**src/rtl/if_stage_ctrl.sv**
```systemverilog
// if_stage_ctrl: fetch-stage PC and IF/ID register control with stall, branch flush and HLT drain/halt.
module if_stage_ctrl (
  input  logic        clk,
  input  logic        rst_n,
  input  logic        stall,
  input  logic        IF_Flush,
  input  logic        ID_Flush,
  input  logic [15:0] br_target,
  input  logic [15:0] imem_data,
  output logic [15:0] imem_addr,
  output logic [15:0] IF_ID_Inst,
  output logic [15:0] IF_ID_PCplus2,
  output logic        IF_ID_valid,
  output logic        ID_EX_bubble,
  output logic        halt
);
  typedef enum logic [1:0] {RUN, DRAIN, HALTED} state_t;
  state_t state, nextState;
  logic [15:0] pc, nextPc, nextInst, nextPcPlus2, pcPlus2;
  logic [1:0] cnt, nextCnt;
  logic nextValid, isHlt;
  assign imem_addr = pc;
  assign pcPlus2 = pc + 16'd2;
  assign isHlt = imem_data[15:12] == 4'b1111;
  assign ID_EX_bubble = ID_Flush | stall;
  always_comb begin
    nextState = state;
    nextPc = pc;
    nextInst = IF_ID_Inst;
    nextPcPlus2 = IF_ID_PCplus2;
    nextValid = IF_ID_valid;
    nextCnt = cnt;
    if (!stall && state == RUN) begin
      if (IF_Flush) begin
        nextPc = br_target;
        nextInst = 16'h0000;
        nextValid = 1'b0;
      end else begin
        nextInst = imem_data;
        nextPcPlus2 = pcPlus2;
        nextValid = 1'b1;
        nextPc = isHlt ? pc : pcPlus2;
        nextState = isHlt ? DRAIN : RUN;
        nextCnt = isHlt ? 2'd3 : cnt;
      end
    end else if (!stall && state == DRAIN) begin
      // HLT is the youngest instruction, so a branch flush here has nothing to redirect
      nextInst = 16'h0000;
      nextValid = 1'b0;
      nextState = cnt == 2'd0 ? HALTED : DRAIN;
      nextCnt = cnt == 2'd0 ? cnt : cnt - 2'd1;
    end
  end
  always_ff @(posedge clk or negedge rst_n) begin
    if (!rst_n) begin
      state <= RUN;
      pc <= 16'h0000;
      IF_ID_Inst <= 16'h0000;
      IF_ID_PCplus2 <= 16'h0000;
      IF_ID_valid <= 1'b0;
      cnt <= 2'd0;
      halt <= 1'b0;
    end else begin
      state <= nextState;
      pc <= nextPc;
      IF_ID_Inst <= nextInst;
      IF_ID_PCplus2 <= nextPcPlus2;
      IF_ID_valid <= nextValid;
      cnt <= nextCnt;
      halt <= state == HALTED;
    end
  end
endmodule

```
**config.mk**
```make
export PLATFORM = sky130hd
export DESIGN_NAME = if_stage_ctrl
export DESIGN_NICKNAME = d
export VERILOG_FILES = /design/src/rtl/if_stage_ctrl.sv
export SDC_FILE = /design/constraint.sdc
export NUM_CORES = 1
export LEC_CHECK = 0
export ABC_AREA = 1
export BUFFER_PORTS_ARGS = -buffer_cell sky130_fd_sc_hd__buf_2
export CORE_MARGIN = 5
export CORE_UTILIZATION = 35
export CTS_CLUSTER_SIZE = 24
export DETAILED_ROUTE_END_ITERATION = 7
export PLACE_DENSITY_LB_ADDON = 0.12
export SLEW_MARGIN = 20
export SYNTH_ARGS = -nofsm -noshare
export SYNTH_HDL_FRONTEND = slang
export SYNTH_SLANG_ARGS = --single-unit
```
**constraint.sdc**
```tcl
create_clock -name clk -period 1.5 [get_ports clk]
set_input_delay 0.225 -clock clk [delete_from_list [all_inputs] [get_ports clk]]
set_output_delay 0.225 -clock clk [all_outputs]
set_load 0.005 [all_outputs]
```
==> impl_results.md, run 1 <==
- Grt total ovfl: 0
- Slew headroom: 0.8056
- Status: completed
- Initial antenna violation count: 0
- Post-DP Area: 3256 sq um
- Final Worst Setup Slack: between 0.1 and 0.15 ns
- CORE AREA: around 7300 sq um
- Clock-pin slew on the worst setup and hold paths: around 0.1 ns
- I/O pin total: ~90
- Initial Util: 0.3595
- Power Dens Cells: about 860 nW/um^2
- Yosys warning count: 0
- Placed Cells: 500
- TritonCTS Buffers: 5
- Worst path bufs/invs: 3
- Number of global-route vias before repair: around 2200
- Setup WS pre-CTS: between 0.005 and 0.006 ns
- Total of max-cap violations: 0
- Non-filler cells, final: 509
- Sequential cell area fraction in the yosys report: 0.5182
- Largest net degree at the start of global routing: 55
- Launch point of the worst reg-to-reg path: state[1]
- Worst-Margin Slew: slightly below 0.3 ns
- DR iter-0 viols: 119
- Worst Setup Path Type: reg2reg
- Crit end category: flop
- Cell area after synthesis: ~2600 sq um
- Yosys top cell area share: 0.5182
- Slowest stage delay, CP: roughly 0.40 ns
- Antenna viol nets, final: 0
- Mapped Cells: slightly above 300
- Period utilization: 0.9281
- DR WL/cell: between 10 and 15 microns
- # diodes: 0
- Min-delay src: imem_data[1]
- Critical path cell sequence: nor2_2, inv_2, nor2_8, inv_2, nor2_8, buf_4, a22o_1
- Count of final hold-check violations: 0
- Final instance area: around 3400 sq um
- Router iterations before antenna repair: 4
- Slowest CP cell: dfrtp_1
- Hold Crit Depth: 2
- H-Tree Depth: 2
- Sink of the worst hold path: IF_ID_Inst[1]
- Crit path max fanout: 13
- DRC Markers: 0
- CTS Sinks: 54
- Syn avg cell area: 8.466 sq um
- Die area: between 9000 and 10000 sq um
- Commonest cells after routing, fill and taps aside: 106 x nand2_1, 87 x buf_2, 51 x dfrtp_1, 34 x nor2_1, 19 x inv_1
- #FFs+latches synth: 54
- Upper clock frequency limit: between 700 and 800 MHz
- CTS Buffer Depth: 2
- Cell family with most CP delay: flip-flops
- PortBufs: between 80 and 90
- Gr usage total: 0.1444
- Max Slew Vio Count: 0
- CTS tree: yes
- Placer congestion estimate: ~0.8
- Reg2reg setup slack: about 0.11 ns
- Hpwl dp: a little under 5 mm
- Layout cell share with drive strength beyond 1: 0.3293
- First-pass GRT wire length: 10.45 mm
- Post-synth top area cell: dfrtp_1
- Hold crit path type: in2reg
- Count of cell types in the netlist: 24
- Setup TNS: 0 ns
- Synth area leaders: dfrtp_1 52%, nand2_1 15%, nor2_1 5.6%
- Setup Viol. Count Final: 0
- Via Count: between 2000 and 2500
- Root Buffer: clkbuf_8
- Leakage: roughly 1.9 nW
- Worst r2r path cells: 7
- Worst-skew pair later-pin latency: 0.30 ns
- Number of setup buffers added after CTS: 0
- Required @ worst endpoint: approximately 1.8 ns
- Max VDD drop: ~0.00033 V
- Post-synthesis net count: between 300 and 400
- Most common cell after layout, fill and taps aside: nand2_1
- Data arrival, critical path: around 1.6 ns
- DIE HEIGHT: around 96 microns
- Startpoint Class: flop
- Layout Nets: roughly 450
- Vias per cell: about 4.5
- Die width: around 96 microns
- Area grow syn2layout: 31.19%
- Min Tclk post-route: about 1.4 ns
- Fin Clk Skew: 0.006807 ns
- Site Rows: 31
- RR Endpoint: IF_ID_Inst[9]
- Routed WL: roughly 6.5 mm
-- worst register-to-register path, stage by stage (launching register included) --
cell	delay, ns
dfrtp_1	0.40
nor2_2	0.11
inv_2	0.08
nor2_8	0.08
inv_2	0.07
nor2_8	0.21
buf_4	0.23
a22o_1	0.15
-- registers in the layout, indices dropped and copies added, names as in the netlist --
signal	cells
IF_ID_Inst	16
IF_ID_PCplus2	16
imem_addr	16
cnt	2
state	2
IF_ID_valid	1
halt	1
-- area by class of cell --
type	instances	area, sq um
multi-input cells	221	1130
clock buffers	5	68.82
clock inverters	3	47.55
inverters	22	85.08
well taps	99	123.9
flip-flops and latches	54	1355
repair buffers	105	610.6
fillers	752	3832
-- stage by stage --
| stage | util | hold slack, ns | power (W) |
|---|---|---|---|
| finish | 0.4716 | 0.1264 | 0.002933 |
| floorplan | - | -0.07059 | 0.001744 |
| detailed placement | 0.4489 | 0.2503 | 0.001956 |
| CTS | 0.4673 | 0.1201 | 0.002982 |
| global route | 0.4716 | 0.1179 | 0.003091 |
| global placement | 0.4489 | 0.2496 | 0.001950 |
-- metal layers --
metal / up-vias / global-route usage / routed length (microns)
met2: 52 / 0.2156 / 2941
li1: 1192 / - / -
met3: 2 / 0.02815 / 387
met4: 0 / 0.03505 / 29
met5: - / 0 / 0
met1: 1044 / 0.2142 / 3181
-- logic make-up (layout without fill, tap and decap cells) --
group	after synthesis	after routing	share of synthesized area
compound gates	38	38	0.1075
flops	54	54	0.5182
simple gates	174	174	0.2802
buf+inv	33	135	0.06094
xor+xnor	7	7	0.02351
fa+ha+maj	2	2	0.009595
-- worst max-delay path by stage --
stage                             from                end  slack [ns]  cells after the start
final                         state[1]      IF_ID_Inst[9]        0.11                      7
after floorplan           imem_addr[1]       imem_addr[9]        0.05                      8
after CTS                 imem_addr[2]   IF_ID_PCplus2[9]        0.01                      7
after global placement    imem_addr[2]   IF_ID_PCplus2[9]       -0.03                      7
after detailed placement  imem_addr[2]   IF_ID_PCplus2[9]       0.005                      7
after global routing      imem_addr[2]  IF_ID_PCplus2[11]      -0.002                      8
-- cell usage after synthesis --
| cell | number |
|---|---|
| nor2_2 | 1 |
| o21a_1 | 2 |
| buf_4 | 4 |
| a21oi_1 | 2 |
| a22o_1 | 16 |
| nor2_8 | 2 |
| inv_2 | 3 |
| buf_6 | 2 |
| inv_1 | 19 |
| o21ai_2 | 6 |
| ha_1 | 2 |
| clkbuf_1 | 1 |
| nor2_1 | 39 |
| xnor2_1 | 3 |
| o21ai_1 | 3 |
| nand4_1 | 7 |
| nand3_1 | 18 |
| dfrtp_1 | 54 |
| xor2_1 | 4 |
| o21ai_0 | 8 |
| a21boi_0 | 1 |
| or2_2 | 1 |
| nand2_1 | 106 |
| buf_2 | 4 |
-- repair_timing --
| item | 4_1_cts | 5_1_grt |
|---|---|---|
| pin swaps | 0 | 1 |
| gates resized for setup | 1 | 12 |
| endpoints found under the hold margin | 54 | 0 |
| cloned | 0 | 0 |
| hold buffers | 1 | 0 |
| setup endpoints to repair | 1 | 22 |
-- power breakdown --
part	switching [W]	total (W)	internal [W]
Sequential	0.0000577	0.00158	0.00152
Clock	0.000498	0.00100	0.000507
Combinational	0.000181	0.000353	0.000172
No activity file was read; power rests on OpenSTA's default activity.
==> run 2: changes to the inputs <==
--- a/config.mk
+++ b/config.mk
@@ -12,6 +12,7 @@
 export CTS_CLUSTER_SIZE = 24
 export DETAILED_ROUTE_END_ITERATION = 7
 export PLACE_DENSITY_LB_ADDON = 0.12
+export RECOVER_POWER = 50
 export SLEW_MARGIN = 20
 export SYNTH_ARGS = -nofsm -noshare
 export SYNTH_HDL_FRONTEND = slang
==> run 2 against run 1 <==
Non-clock buffer count unchanged. Count of clock-buffer cells in the layout unchanged. Sequential share of layout area up 0.28 points. Hold slack worse by 0.00081 ns. Critical path depth unchanged. Critical endpoint unchanged. Largest cell class unchanged.
==> impl_results.md, run 2 (same netlist as run 1, synthesis figures left out) <==
- Status: completed
- DR WL/cell: ~13 microns
- First-pass GRT wire length: about 10 mm
- Count of final hold-check violations: 0
- Total of max-cap violations: 0
- Clock-pin slew on the worst setup and hold paths: about 0.1 ns
- Pwr Total: 0.002927 W
- Routed WL: around 6.5 mm
- Die area: about 9300 sq um
- Crit end category: flop
- Crit path max fanout: 13
- Sink of the worst hold path: IF_ID_Inst[1]
- CTS Buffer Depth: 2
- Fill cells: 760
- Max VDD drop: 0.0003334 V
- Data arrival, critical path: between 1.5 and 2 ns
- RR Endpoint: IF_ID_Inst[9]
- Min Hold Slack: roughly 0.13 ns
- Clk pwr share: 0.344
- Hold Crit Depth: 2
- Upper clock frequency limit: approximately 700 MHz
- H-Tree Depth: 2
- DIE HEIGHT: around 96 microns
- Initial Util: 0.3595
- Root Buffer: clkbuf_8
- Hpwl dp: 4.806 mm
- Fin Clk Skew: about 0.0074 ns
- Switch Pwr: 0.0007368 W
- Worst Setup Path Type: reg2reg
- TritonCTS Buffers: 5
- Setup Viol. Count Final: 0
- DR iter-0 viols: 114
- Sequential cell area: about 1400 sq um
- Layout cell share with drive strength beyond 1: 0.3073
- Sw Ratio: 0.2517
- Site Rows: 31
- Max Slew Vio Count: 0
- Hold crit path type: in2reg
- Required @ worst endpoint: between 1.5 and 2 ns
- Non-filler cells, final: 509
- Min-delay src: imem_data[1]
- Sequential Power Share: 0.539
- Antenna viol nets, final: 0
- Area grow syn2layout: 30.28%
- Worst r2r path cells: 7
- Most common cell after layout, fill and taps aside: nand2_1
- Placed Cells: 500
- Placer congestion estimate: between 0.8 and 0.9
- CTS tree: yes
- Router iterations before antenna repair: 4
- Logic gate share of total power: 0.118
- CTS Sinks: 54
- Reg2reg setup slack: approximately 0.11 ns
- PortBufs: 87
- Worst-skew pair later-pin latency: ~0.3 ns
- Min Tclk post-route: around 1.4 ns
- Slew headroom: 0.5120
- Die width: 96.32 microns
- Leakage: around 1.9 nW
- I/O pin total: 88
- Worst-Margin Slew: 0.7321 ns
- P_int: 0.002190 W
- # diodes: 0
- Launch point of the worst reg-to-reg path: state[1]
- CORE AREA: ~7300 sq um
- Initial antenna violation count: 0
- DRC Markers: 0
- Period utilization: 0.9256
- Grt total ovfl: 0
- Number of setup buffers added after CTS: 0
- Number of global-route vias before repair: 2211
- Area of the multi-input gates: between 1000 and 1500 sq um
- Layout Nets: 448
- Setup TNS: 0 ns
- Via Count: around 2300
- Power Dens Cells: 861.6 nW/um^2
- Gr usage total: 0.1444
- Largest net degree at the start of global routing: 55
- Vias per cell: 4.509
- Commonest cells after routing, fill and taps aside: 106 x nand2_1, 78 x buf_2, 51 x dfrtp_1, 34 x nor2_1, 19 x inv_1
- Startpoint Class: flop
## run 2: cell count changes in the layout (fill, tap and decap cells not counted)
cell / before / now
buf_2: 87 / 78
clkbuf_1: 0 / 9
buf_12: 3 / 2
clkbuf_4: 0 / 1
## run 2: timing repair
item	CTS	global route
endpoints found under the setup margin	1	22
pin swaps	0	1
hold buffers	1	0
hold endpoints to repair	54	0
gates resized for setup	1	12
## run 2: stage by stage
stage               cell area (sq um)  utilization  setup slack (ns)
floorplan                        2608            -           0.05343
global placement                 3256       0.4489          -0.03110
detailed placement               3256       0.4489          0.005284
CTS                              3390       0.4673           0.01322
global route                     3397       0.4683         -0.002316
finish                           3397       0.4683            0.1116
## run 2: area by class of cell
class | count | area share
tap | 99 | 0.03646
clock inverter | 3 | 0.01400
inverter | 22 | 0.02505
multi-input combinational | 221 | 0.3326
timing repair buffer | 105 | 0.1727
sequential | 54 | 0.3989
clock buffer | 5 | 0.02026
## run 2: metal layers
layer,routed length (microns),vias up,track usage,share of wire
met1,3155,1047,0.2142,0.48
met2,2924,54,0.2156,0.45
met4,29,0,0.03505,0.0045
met3,397,2,0.02815,0.061
li1,-,1192,-,-
met5,0,-,0,0
## run 2: power by group through the flow
stage / sequential (W) / clock [W] / combinational, W
4_1_cts: 0.00157 / 0.00105 / 0.000360
3_5_place_dp: 0.00160 / 0 / 0.000356
3_3_place_gp: 0.00160 / 0 / 0.000351
5_1_grt: 0.00159 / 0.00110 / 0.000398
2_1_floorplan: 0.00160 / 0 / 0.000140
6_report: 0.00158 / 0.00101 / 0.000345
## run 2: worst max path at each step
| stage | startpoint | endpoint | slack, ns | cells after the start |
|---|---|---|---|---|
| after floorplan | imem_addr[1] | imem_addr[9] | 0.05 | 8 |
| after global placement | imem_addr[2] | IF_ID_PCplus2[9] | -0.03 | 7 |
| after detailed placement | imem_addr[2] | IF_ID_PCplus2[9] | 0.005 | 7 |
| after CTS | imem_addr[2] | IF_ID_PCplus2[9] | 0.01 | 7 |
| after global routing | imem_addr[2] | IF_ID_PCplus2[11] | -0.002 | 8 |
| final | state[1] | IF_ID_Inst[9] | 0.11 | 7 |
## run 2: worst max-delay path: stages, from the launching register on
cell	delay, ns
dfrtp_1	0.40
nor2_2	0.11
inv_2	0.08
nor2_8	0.08
inv_2	0.07
nor2_8	0.21
buf_4	0.23
a22o_1	0.15
==> run 3: changes to the inputs <==
==> constraint.sdc (replaced) <==
create_clock -name clk -period 1.5 [get_ports clk]
set_input_delay 0.075 -clock clk [delete_from_list [all_inputs] [get_ports clk]]
set_output_delay 0.075 -clock clk [all_outputs]
set_load 0.005 [all_outputs]
==> run 3 against run 2 <==
Combinational power rose by 8.1%. Routed wire length up 3.1%. Clock skew is 0.0019 ns lower. Sequential power about the same. Count of clock-buffer cells in the layout grew 1. Critical path type unchanged. Largest power group unchanged. Highest routed layer unchanged.
==> impl_results.md, run 3 (same netlist as run 1, synthesis figures left out) <==
- Total of max-cap violations: 0
- Crit end category: flop
- Slew headroom: 0.5046
- DR iter-0 viols: between 100 and 150
- Status: completed
- Via Count: 2318
- CTS Buffer Depth: 2
- First-pass GRT wire length: around 11 mm
- Routed WL: 6.708 mm
- TritonCTS Buffers: 5
- Placer congestion estimate: between 0.7 and 0.8
- Largest net degree at the start of global routing: 55
- Hold Crit Depth: 2
- DIE HEIGHT: ~96 microns
- Reg2reg setup slack: 0.12 ns
- Number of global-route vias before repair: roughly 2300
- Final Worst Setup Slack: around 0.12 ns
- Hpwl dp: just under 5 mm
- # diodes: 0
- CTS Sinks: 54
- Fin Clk Skew: roughly 0.0054 ns
- CTS tree: yes
- PortBufs: between 80 and 90
- Setup WS pre-CTS: about 0.053 ns
- Setup TNS: 0 ns
- Data arrival, critical path: 1.62 ns
- Worst r2r path cells: 7
- Antenna viol nets, final: 0
- Site Rows: 31
- Max VDD drop: approximately 0.00029 V
- Initial Util: 0.3595
- Startpoint Class: flop
- Crit path max fanout: 13
- RSZ-0062 raised after global routing: false
- Most common cell after layout, fill and taps aside: nand2_1
- Root Buffer: clkbuf_8
- Final Util: 0.4832
- CORE AREA: 7253 sq um
- Initial antenna violation count: 0
- Max Slew Vio Count: 0
- Period utilization: 0.9170
- Worst-skew pair later-pin latency: 0.31 ns
- Sink of the worst hold path: IF_ID_Inst[15]
- DR WL/cell: about 13 microns
- Gr usage total: 0.1508
- DRC Markers: 0
- Worst-Margin Slew: about 0.74 ns
- Hold crit path type: in2reg
- Min Tclk post-route: 1.375 ns
- RR Endpoint: IF_ID_Inst[9]
- Launch point of the worst reg-to-reg path: state[1]
- Layout Nets: about 460
- I/O pin total: 88
- Vias per cell: 4.424
- Grt total ovfl: 0
- Placed Cells: 500
- H-Tree Depth: 2
- Die area: a little over 9000 sq um
- Non-filler cells, final: 524
- Die width: approximately 96 microns
- Min-delay src: imem_data[15]
- Upper clock frequency limit: approximately 730 MHz
- Required @ worst endpoint: around 1.8 ns
- Router iterations before antenna repair: 4
- Count of final hold-check violations: 0
- Commonest cells after routing, fill and taps aside: 105 x nand2_1, 77 x buf_2, 53 x dfrtp_1, 35 x nor2_1, 19 x inv_1
- Power Dens Cells: between 700 and 800 nW/um^2
- Area grow syn2layout: 34.40%
- Leakage: about 1.9 nW
- Setup Viol. Count Final: 0
- Layout cell share with drive strength beyond 1: 0.2918
- Worst Setup Path Type: reg2reg
- Clock-pin slew on the worst setup and hold paths: roughly 0.1 ns
-- run 3: cell count changes in the layout (fill, tap and decap cells not counted), sizes merged --
cell	previous run	this run
dlygate4sd3	1	16
clkbuf	15	17
buf	94	93
bufinv	1	0
clkinv	1	2
inv	23	22
-- run 3: power breakdown --
| part | internal [W] | total (W) | leakage [nW] | switching, W |
|---|---|---|---|---|
| clock | 0.000331 | 0.000816 | 0.0452 | 0.000485 |
| sequential | 0.00152 | 0.00157 | 0.696 | 0.0000551 |
| combinational | 0.000185 | 0.000373 | 1.16 | 0.000188 |
-- run 3: layout make-up --
class	instances	area, sq um
clock buffer	6	72.57
clock inverter	2	13.76
fill	724	3749
inverter	22	85.08
multi-input combinational	221	1134
sequential	54	1353
tap	99	123.9
timing repair buffer	120	723.2
-- run 3: how the worst max path moves through the flow --
stage,startpoint,to,depth (start not counted)
after floorplan,imem_addr[1],imem_addr[9],8
after global placement,imem_addr[2],IF_ID_PCplus2[9],7
after detailed placement,state[1],IF_ID_PCplus2[9],8
after CTS,imem_addr[2],IF_ID_PCplus2[9],7
after global routing,imem_addr[9],imem_addr[13],7
final,state[1],IF_ID_Inst[9],7
-- run 3: repair_timing --
| item | CTS | global route |
|---|---|---|
| setup buffers | 0 | 0 |
| endpoints found under the hold margin | 69 | 0 |
| gates resized for setup | 0 | 13 |
| hold buffers | 16 | 0 |
| endpoints found under the setup margin | 0 | 24 |
-- run 3: worst max-delay path, cell delays in order, from the launching register on --
cell	delay [ns]
dfrtp_1	0.40
nor2_2	0.11
inv_2	0.08
nor2_8	0.08
inv_2	0.07
nor2_8	0.20
buf_4	0.23
a22o_1	0.15
-- run 3: stage by stage --
stage          instance area, sq um  hold WS, ns  power, W
3_5_place_dp                   3243      0.09673  0.001950
3_3_place_gp                   3243      0.09914  0.001947
2_1_floorplan                  2608      -0.2206  0.001744
6_report                       3505     0.004592  0.002761
5_1_grt                        3505     0.003300  0.002916
4_1_cts                        3490     0.001789  0.002812
-- run 3: routing by layer --
layer,vias to the layer above,part of all wire,wire length (microns),GRT usage
met2,52,0.44,2961,0.2352
met5,-,0,0,0
met1,1032,0.49,3306,0.2138
met4,0,0.0072,48,0.04206
met3,5,0.058,391,0.02815
li1,1229,-,-,-
